<file path="src/rtl/pipeline_pkg.sv">
// Shared pipeline types: control bundle, result-select encoding and the NOP bundle.
package pipeline_pkg;

  localparam int unsigned ALU_CTRL_W = 4;

  typedef enum logic [1:0] {
    RESULT_ALU      = 2'd0,
    RESULT_MEM      = 2'd1,
    RESULT_PC_PLUS4 = 2'd2
  } result_src_t;

  typedef struct packed {
    logic                  reg_write;
    logic                  mem_write;
    logic                  jump;
    logic                  branch;
    logic                  alu_src;
    result_src_t           result_src;
    logic [ALU_CTRL_W-1:0] alu_control;
  } ctrl_t;

  localparam ctrl_t NOP_CTRL = '0;

endpackage

</file>
<file path="src/rtl/operand_bypass.sv">
// Per-operand select: x0 forces zero; with DECODE_EXECUTE_WB_BYPASS_EN a same-cycle
// write-back to the read index replaces the register file data.
module operand_bypass #(
  parameter int DATA_WIDTH    = 32,
  parameter int ADDRESS_WIDTH = 5
) (
  input  logic [ADDRESS_WIDTH-1:0] rs,
  input  logic [DATA_WIDTH-1:0]    rd,
  input  logic                     reg_write_w,
  input  logic [ADDRESS_WIDTH-1:0] rd_w,
  input  logic [DATA_WIDTH-1:0]    result_w,
  output logic [DATA_WIDTH-1:0]    operand
);

`ifdef DECODE_EXECUTE_WB_BYPASS_EN
  always_comb begin
    operand = rd;
    // rs != 0 already excludes rd_w == 0 from matching
    if (rs == '0)
      operand = '0;
    else if (reg_write_w && (rd_w == rs))
      operand = result_w;
  end
`else
  logic unused_wb;
  assign unused_wb = ^{reg_write_w, rd_w, result_w};

  always_comb begin
    operand = rd;
    if (rs == '0)
      operand = '0;
  end
`endif

endmodule

</file>
<file path="src/rtl/decode_execute_register.sv">
// Decode->execute pipeline register with stall, flush and write-back operand bypass.
// Bypass is compiled in when DECODE_EXECUTE_WB_BYPASS_EN is defined.
module decode_execute_register
  import pipeline_pkg::*;
#(
  parameter int DATA_WIDTH     = 32,
  parameter int ADDRESS_WIDTH  = 5,
  parameter int ALU_CTRL_WIDTH = 4
) (
  input  logic                      clk,
  input  logic                      rst,
  input  logic                      stall_d,
  input  logic                      flush_e,
  input  logic                      valid_d,
  input  logic [DATA_WIDTH-1:0]     rd1_d,
  input  logic [DATA_WIDTH-1:0]     rd2_d,
  input  logic [ADDRESS_WIDTH-1:0]  rs1_d,
  input  logic [ADDRESS_WIDTH-1:0]  rs2_d,
  input  logic [ADDRESS_WIDTH-1:0]  rd_d,
  input  logic [DATA_WIDTH-1:0]     imm_ext_d,
  input  logic [DATA_WIDTH-1:0]     pc_d,
  input  logic [DATA_WIDTH-1:0]     pc_plus4_d,
  input  logic                      reg_write_d,
  input  logic                      mem_write_d,
  input  logic                      jump_d,
  input  logic                      branch_d,
  input  logic                      alu_src_d,
  input  logic [1:0]                result_src_d,
  input  logic [ALU_CTRL_WIDTH-1:0] alu_control_d,
  input  logic                      reg_write_w,
  input  logic [ADDRESS_WIDTH-1:0]  rd_w,
  input  logic [DATA_WIDTH-1:0]     result_w,
  output logic                      valid_e,
  output logic [DATA_WIDTH-1:0]     rd1_e,
  output logic [DATA_WIDTH-1:0]     rd2_e,
  output logic [ADDRESS_WIDTH-1:0]  rs1_e,
  output logic [ADDRESS_WIDTH-1:0]  rs2_e,
  output logic [ADDRESS_WIDTH-1:0]  rd_e,
  output logic [DATA_WIDTH-1:0]     imm_ext_e,
  output logic [DATA_WIDTH-1:0]     pc_e,
  output logic [DATA_WIDTH-1:0]     pc_plus4_e,
  output logic                      reg_write_e,
  output logic                      mem_write_e,
  output logic                      jump_e,
  output logic                      branch_e,
  output logic                      alu_src_e,
  output logic [1:0]                result_src_e,
  output logic [ALU_CTRL_WIDTH-1:0] alu_control_e
);

  logic [DATA_WIDTH-1:0] op1, op2;
  ctrl_t ctrl_next, ctrl_q;

  operand_bypass #(.DATA_WIDTH(DATA_WIDTH), .ADDRESS_WIDTH(ADDRESS_WIDTH)) u_bypass1 (
    .rs(rs1_d), .rd(rd1_d), .reg_write_w(reg_write_w), .rd_w(rd_w),
    .result_w(result_w), .operand(op1)
  );

  operand_bypass #(.DATA_WIDTH(DATA_WIDTH), .ADDRESS_WIDTH(ADDRESS_WIDTH)) u_bypass2 (
    .rs(rs2_d), .rd(rd2_d), .reg_write_w(reg_write_w), .rd_w(rd_w),
    .result_w(result_w), .operand(op2)
  );

  // Side-effecting controls are dropped for an empty decode slot
  always_comb begin
    ctrl_next             = NOP_CTRL;
    ctrl_next.reg_write   = reg_write_d & valid_d;
    ctrl_next.mem_write   = mem_write_d & valid_d;
    ctrl_next.jump        = jump_d & valid_d;
    ctrl_next.branch      = branch_d & valid_d;
    ctrl_next.alu_src     = alu_src_d;
    ctrl_next.result_src  = result_src_t'(result_src_d);
    ctrl_next.alu_control = ALU_CTRL_W'(alu_control_d);
  end

  always_ff @(posedge clk) begin
    if (rst || flush_e) begin
      valid_e    <= 1'b0;
      rd1_e      <= '0;
      rd2_e      <= '0;
      rs1_e      <= '0;
      rs2_e      <= '0;
      rd_e       <= '0;
      imm_ext_e  <= '0;
      pc_e       <= '0;
      pc_plus4_e <= '0;
      ctrl_q     <= NOP_CTRL;
    end else if (!stall_d) begin
      valid_e    <= valid_d;
      rd1_e      <= op1;
      rd2_e      <= op2;
      rs1_e      <= rs1_d;
      rs2_e      <= rs2_d;
      rd_e       <= rd_d;
      imm_ext_e  <= imm_ext_d;
      pc_e       <= pc_d;
      pc_plus4_e <= pc_plus4_d;
      ctrl_q     <= ctrl_next;
    end
  end

  assign reg_write_e   = ctrl_q.reg_write;
  assign mem_write_e   = ctrl_q.mem_write;
  assign jump_e        = ctrl_q.jump;
  assign branch_e      = ctrl_q.branch;
  assign alu_src_e     = ctrl_q.alu_src;
  assign result_src_e  = ctrl_q.result_src;
  assign alu_control_e = ALU_CTRL_WIDTH'(ctrl_q.alu_control);

endmodule

</file>
<file path="config.mk">
export PLATFORM = sky130hd
export DESIGN_NAME = decode_execute_register
export DESIGN_NICKNAME = d
export VERILOG_FILES = /design/src/rtl/pipeline_pkg.sv /design/src/rtl/operand_bypass.sv /design/src/rtl/decode_execute_register.sv
export SDC_FILE = /design/constraint.sdc
export NUM_CORES = 1
export LEC_CHECK = 0
export ABC_AREA = 1
export CAP_MARGIN = 10
export CORE_AREA = 4 4 158 160
export DETAILED_ROUTE_END_ITERATION = 12
export DIE_AREA = 0 0 162 164
export DONT_BUFFER_PORTS = 1
export HOLD_SLACK_MARGIN = 0.1
export PLACE_DENSITY = 0.46
export SLEW_MARGIN = 30
export SYNTH_ARGS = -nofsm -noshare
export SYNTH_HDL_FRONTEND = slang
export SYNTH_HIERARCHICAL = 1
export SYNTH_SLANG_ARGS = --single-unit
</file>
<file path="constraint.sdc">
create_clock -name clk -period 2.5 [get_ports clk]
set_input_delay 0.5 -clock clk [delete_from_list [all_inputs] [get_ports clk]]
set_output_delay 0.5 -clock clk [all_outputs]
set_load 0.02 [all_outputs]
</file>
==> flow_summary.ini, run 1 <==
[die]
die_h_um = 164
die_x_um = 162
row_count = 56
start_util_pct = 30.7
pin_count = 416
core-area_mm2 = 0.0234
die-area_mm2 = 0.0266

[global_route]
grtUsageTotal_pct = 14.8
antenna_found_initial = 0
grt_max_degree = 189
grt_pass1_wl_um = 31100
grt_overflow = 0
grt_pass1_vias = 5260

[drt]
drc = 0
via_count = 5709
drt_first_pass_iters = 4
routed_via_density = 4.59
drt_wl_total_um = 21500
final_antenna_net_count = 0
wire_per_inst_um = 17.2
drt-initial-drc-count = 341

[cts]
cts_setup_buffers = 0
clockRootBuffer = clkbuf_16
clock-sinks = 187
clockBufferDepth = 2
numCtsBuffers = 17
ctsHoldBuffers = 0
htreeDepth = 4
insertion_delay_ps = 420
ctsResizeCount = 0
tritoncts = yes
path_clk_slew_ps = 80

[job]
drv_cap = 0

[power_and_ir_drop]
pwr_density_cell_mw_per_mm2 = 806
p_leak_uw = 0.00320
max-vdd-ir-drop_mv = 0.325
p_comb_share_pct = 5.2
seqPwrFrac_pct = 51.8
p_int_uw = 4550
p_sw_uw = 1740
power_frac_clock_pct = 43.0
swShare_pct = 27.6

[finish]
antenna_cells = 0
fin_util_pct = 33.4
drive_gt1_share_pct = 7.56
syn_to_final_growth_pct = 8.82
final_area_mm2 = 0.00781
fillers = 2609
final_nets = 1142

[setup_path]
max_stage_delay_ps = 480
slowest_stage = inv_6
cp_max_fo = 188
crit_type = input port to register
cp.required_ps = 2850
cp_cell_sequence = inv_6 -> buf_4 -> nand2_1 -> a21oi_1
cp.arrival_ps = 1820
start_kind = input port
endpoint_kind = register

[timing]
finalSetupViolCount = 0
finalSetupTns_ps = 0
fmax_mhz = 680
rsz0062_at_grt = no
tightest_slew_ps = 636
hold_viol_final = 0
skew_ps = 0
drv_slew = 0
fin_crit_sh_pct = 58.8
period_minus_slack_ps = 1470
relSlewSlack_pct = 57.6

[place]
hpwl_um = 14300
place_congestion = 0.732
port-buffer-count = 0
placed_cell_area_mm2 = 0.00722

[yosys]
synthCells = 954
syn_nets = 1183
seq_area_frac_synth_pct = 52.2
netlist-cell-type-count = 15
syn-cell-area_mm2 = 0.00717
ys_warn_count = 6
synth_seq_cells = 187
avgSynthCellArea_um2 = 7.52

[status]
status = complete, no violations

[worst_hold_path]
hold_path_class = input port to register
-- cells by family after synthesis --
logic type / Yosys count / share of synthesized area, %
DFF: 187 / 52.2
AOI/OAI and AO/OA: 187 / 13.9
and+or+nand+nor: 445 / 23.9
buffers and inverters: 135 / 10.0
-- metal layers --
| metal | global-route usage, % | wire (um) |
|---|---|---|
| met5 | 0 | 0 |
| met4 | 3.92 | 261 |
| met3 | 6.95 | 2450 |
| met2 | 24.5 | 10200 |
| met1 | 17.4 | 8520 |
-- registers in the layout (all words and copies together), names as in the netlist, 4 cells and up --
name	flops
alu_control_e	4
imm_ext_e	32
pc_e	32
pc_plus4_e	32
rd1_e	32
rd2_e	32
rd_e	5
rs1_e	5
rs2_e	5
-- worst max-delay path: cells and delay by family --
kind	cells	cell delay, ps
compound gates	1	130
buf+inv	2	830
simple gates	1	120
-- through the flow --
stage / setup WS (ps) / hold slack (ps) / total power, uW / std cells
global placement: 925 / 552 / 3660 / 1213
CTS: 1030 / 181 / 6410 / 1245
global route: 1030 / 184 / 6590 / 1245
detailed placement: 917 / 555 / 3670 / 1213
floorplan: 1220 / 532 / 3640 / 954
finish: 1030 / 207 / 6290 / 1245
-- Yosys cell counts (all sizes together) --
library cell,n,share of area [%]
a21oi,187,14
buf,53,5.7
clkbuf,15,0.78
inv,66,3.5
nor2,4,0.21
nand2,434,23
clkinv,1,0.070
nand3,6,0.56
or2,1,0.087
dfxtp,187,52
-- power by group through the flow --
stage | combinational (uW) | sequential (uW) | clock (uW)
finish | 328 | 3260 | 2700
global route | 384 | 3270 | 2930
CTS | 336 | 3260 | 2820
detailed placement | 336 | 3330 | 0
global placement | 330 | 3330 | 0
floorplan | 337 | 3300 | 0
-- area by class of cell --
type / count / area [um^2] / share of cell area [%]
clock inverter: 14 / 145 / 1.86
timing repair buffer: 8 / 110 / 1.41
clock buffer: 18 / 439 / 5.62
inverter: 67 / 256 / 3.29
tap: 319 / 399 / 5.11
sequential: 187 / 3740 / 47.9
multi-input combinational: 632 / 2710 / 34.8
-- placed cells by master (no fill, tap or decap), types with 4 or more instances in the layout --
master	Yosys	layout
a21oi_1	171	171
dfxtp_1	187	187
a21oi_2	16	16
clkbuf_16	0	17
buf_4	3	4
inv_1	66	66
buf_12	0	4
nand2_1	424	424
nand2_2	10	10
nand3_1	4	4
nor2_1	4	4
inv_6	0	6
-- final timing paths --
| path | start | to | slack (ps) | cells after the start |
|---|---|---|---|---|
| setup / recovery | stall_d | imm_ext_e[0] | 1030 | 4 |
| hold reg to reg | pc_plus4_e[19] | pc_plus4_e[19] | 570 | 2 |
| hold / removal | stall_d | pc_plus4_e[9] | 210 | 2 |
| setup reg to reg | rs1_e[0] | rs1_e[0] | 1690 | 2 |
Power figures use the tool's default switching activity.
==> run 2, diff against run 1 <==
==> constraint.sdc (replaced) <==
create_clock -name clk -period 1.39 [get_ports clk]
set_input_delay 0.278 -clock clk [delete_from_list [all_inputs] [get_ports clk]]
set_output_delay 0.278 -clock clk [all_outputs]
set_load 0.02 [all_outputs]
==> flow_summary.ini, run 2 <==
[status]
status = did not finish
failing_step = 4_1_cts
error = [ERROR RSZ-0060] Max buffer count reached.

[place]
place_congestion = 0.766
port-buffer-count = 0
hpwl_um = 15200

[yosys]
netlist-cell-type-count = 15
syn_nets = 1183
yosysTopAreaCell = dfxtp_1
async_flop_share_pct = 0
synthTopCellsByCount = nand2_1, dfxtp_1, a21oi_1
seq_area_frac_synth_pct = 52.2
synth_ff_type = dfxtp_1
synth_seq_cells = 187
yosysMostFrequentCell = nand2_1
synthCells = 954
synth_top_area_share_pct = 52.2
syn-cell-area_mm2 = 0.00717
avgSynthCellArea_um2 = 7.52
synth_edf_count = 0
synth_area_leaders = dfxtp_1, nand2_1, a21oi_1, inv_1, buf_6
ys_warn_count = 6

[die]
die_x_um = 162
start_util_pct = 30.7
row_count = 56
pin_count = 416
die_h_um = 164

[cts]
htreeDepth = 4
numCtsBuffers = 17
clockBufferDepth = 2
ctsResizeCount = 0
cts_setup_buffers = 0
clockRootBuffer = clkbuf_16
ctsHoldBuffers = 252
clock-sinks = 187
[run 2: cell counts after synthesis]
Identical to the previous run, type by type.
[run 2: cells by family after synthesis]
| kind of cell | share of synthesized area (%) |
|---|---|
| buffers and inverters | 10.0 |
| flip-flops | 52.2 |
| AO/OA/AOI/OAI | 13.9 |
| AND/OR/NAND/NOR | 23.9 |
[run 2: per-stage QoR]
stage	instance area [um^2]	cells	setup WS, ps
after floorplan	7170	954	330
after global placement	7370	1222	243
after detailed placement	7370	1222	234
==> run 3, diff against run 2 <==
--- a/config.mk
+++ b/config.mk
@@ -7,12 +7,11 @@
 export LEC_CHECK = 0
 export ABC_AREA = 1
 export CAP_MARGIN = 10
-export CORE_AREA = 4 4 158 160
+export CORE_AREA = 4 4 161 163
 export DETAILED_ROUTE_END_ITERATION = 12
-export DIE_AREA = 0 0 162 164
+export DIE_AREA = 0 0 165 167
 export DONT_BUFFER_PORTS = 1
-export HOLD_SLACK_MARGIN = 0.1
-export PLACE_DENSITY = 0.46
+export PLACE_DENSITY_LB_ADDON = 0.15
 export SLEW_MARGIN = 30
 export SYNTH_ARGS = -nofsm -noshare
 export SYNTH_HDL_FRONTEND = slang
==> flow_summary.ini, run 3 (synthesis gave the netlist of run 1 again) <==
[cts]
insertion_delay_ps = 420
clockRootBuffer = clkbuf_16
numCtsBuffers = 17
path_clk_slew_ps = 80
htreeDepth = 4
cts_setup_buffers = 0
tritoncts = yes
clock-sinks = 187
clockBufferDepth = 2

[timing]
drv_slew = 0
finalSetupViolCount = 12
period_minus_slack_ps = 1460
tightest_slew_ps = 903
hold_viol_final = 0
fin_crit_sh_pct = 105
relSlewSlack_pct = 39.8
layout_setup_ws_ps = -67.5
fmax_mhz = 686
skew_ps = 0

[finish]
fillers = 2455
layout_commonest_cell = nand2_1
drive_gt1_share_pct = 7.47
final_nets = 1301
syn_to_final_growth_pct = 32.1
fin_util_pct = 39.0
antenna_cells = 0
final_cell_mix = nand2_1, dfxtp_1, a21oi_1, dlygate4sd3_1, inv_1

[setup_path]
r2r-end = pc_plus4_e[4]
cp_max_fo = 160
regToRegStartpoint = pc_plus4_e[4]
reg2reg_slack_ps = 10
cp.required_ps = 1750
cp.arrival_ps = 1820
endpoint_kind = register
endpoint = pc_plus4_e[4]
reg2reg_depth = 3
crit_type = input port to register
crit_start = stall_d
start_kind = input port

[job]
drv_cap = 0

[drt]
via_count = 6360
drt_wl_total_um = 24500
wire_per_inst_um = 17.4
final_antenna_net_count = 0
drt_first_pass_iters = 4
routed_via_density = 4.51
drc = 0
drt-initial-drc-count = 365

[global_route]
grt_max_degree = 168
grt_pass1_wl_um = 35400
grt_pass1_vias = 6218
grtUsageTotal_pct = 16.3
antenna_found_initial = 0
grt_overflow = 0

[power_and_ir_drop]
power.total_uw = 11900
pwr_density_cell_mw_per_mm2 = 1250
p_leak_uw = 0.00396
max-vdd-ir-drop_mv = 0.743

[die]
row_count = 57
start_util_pct = 29.5
core-area_mm2 = 0.0243
die-area_mm2 = 0.0276
die_x_um = 165
die_h_um = 167
pin_count = 416

[place]
place_congestion = 0.729
hpwl_um = 15000
port-buffer-count = 0

[worst_hold_path]
hold_path_class = input port to register

[status]
violations = setup timing
status = finished with violations
[run 3: worst min path at each step]
stage               depth (start not counted)  slack [ps]              to      startpoint
floorplan                                   2         420    imm_ext_e[0]    imm_ext_d[0]
global placement                            2         420   pc_plus4_e[1]   pc_plus4_d[1]
detailed placement                          2         430  pc_plus4_e[24]  pc_plus4_d[24]
CTS                                         2           2   imm_ext_e[22]         stall_d
global route                                2           8  pc_plus4_e[26]  pc_plus4_d[26]
finish                                      2          30  pc_plus4_e[26]  pc_plus4_d[26]
[run 3: stage by stage]
stage | cell area, um^2 | cells | hold WS [ps] | worst slack (ps) | setup TNS (ps)
global placement | 7290 | 1221 | 424 | 217 | 0
global route | 9480 | 1409 | 8.00 | -46.9 | -46.9
finish | 9480 | 1409 | 32.0 | -67.5 | -434
CTS | 9430 | 1405 | 2.11 | 37.7 | 0
floorplan | 7170 | 954 | 419 | 330 | 0
detailed placement | 7290 | 1221 | 429 | 210 | 0
[run 3: report_power, final]
part,internal [uW],total (uW),switching (uW)
clock network,2640,5040,2400
registers,5520,5870,342
logic,485,974,489
[run 3: repair_timing]
action	4_1_cts	5_1_grt
hold buffers	152	4
endpoints found under the setup margin	0	22
endpoints found under the hold margin	130	5
gates resized for setup	0	9
[run 3: cell type report]
cell class,instances,area (um^2),area share [%]
well taps,324,405,4.28
flip-flops and latches,187,3750,39.6
clock buffers,18,439,4.63
inverters,67,256,2.71
repair buffers,167,1730,18.3
clock inverters,14,175,1.85
multi-input cells,632,2710,28.6
[run 3: routing by layer]
| metal | vias up | track usage (%) | part of all wire [%] |
|---|---|---|---|
| li1 | 3187 | - | - |
| met1 | 2869 | 18.0 | 39 |
| met2 | 276 | 28.1 | 49 |
| met3 | 28 | 6.99 | 10 |
| met4 | 0 | 4.95 | 2.0 |
| met5 | - | 0 | 0 |
[run 3: worst max-delay path, stage by stage]
cell           delay [ps]
inv_6                 300
buf_12                230
nand2_1               120
a21oi_1               130
dlygate4sd3_1         590
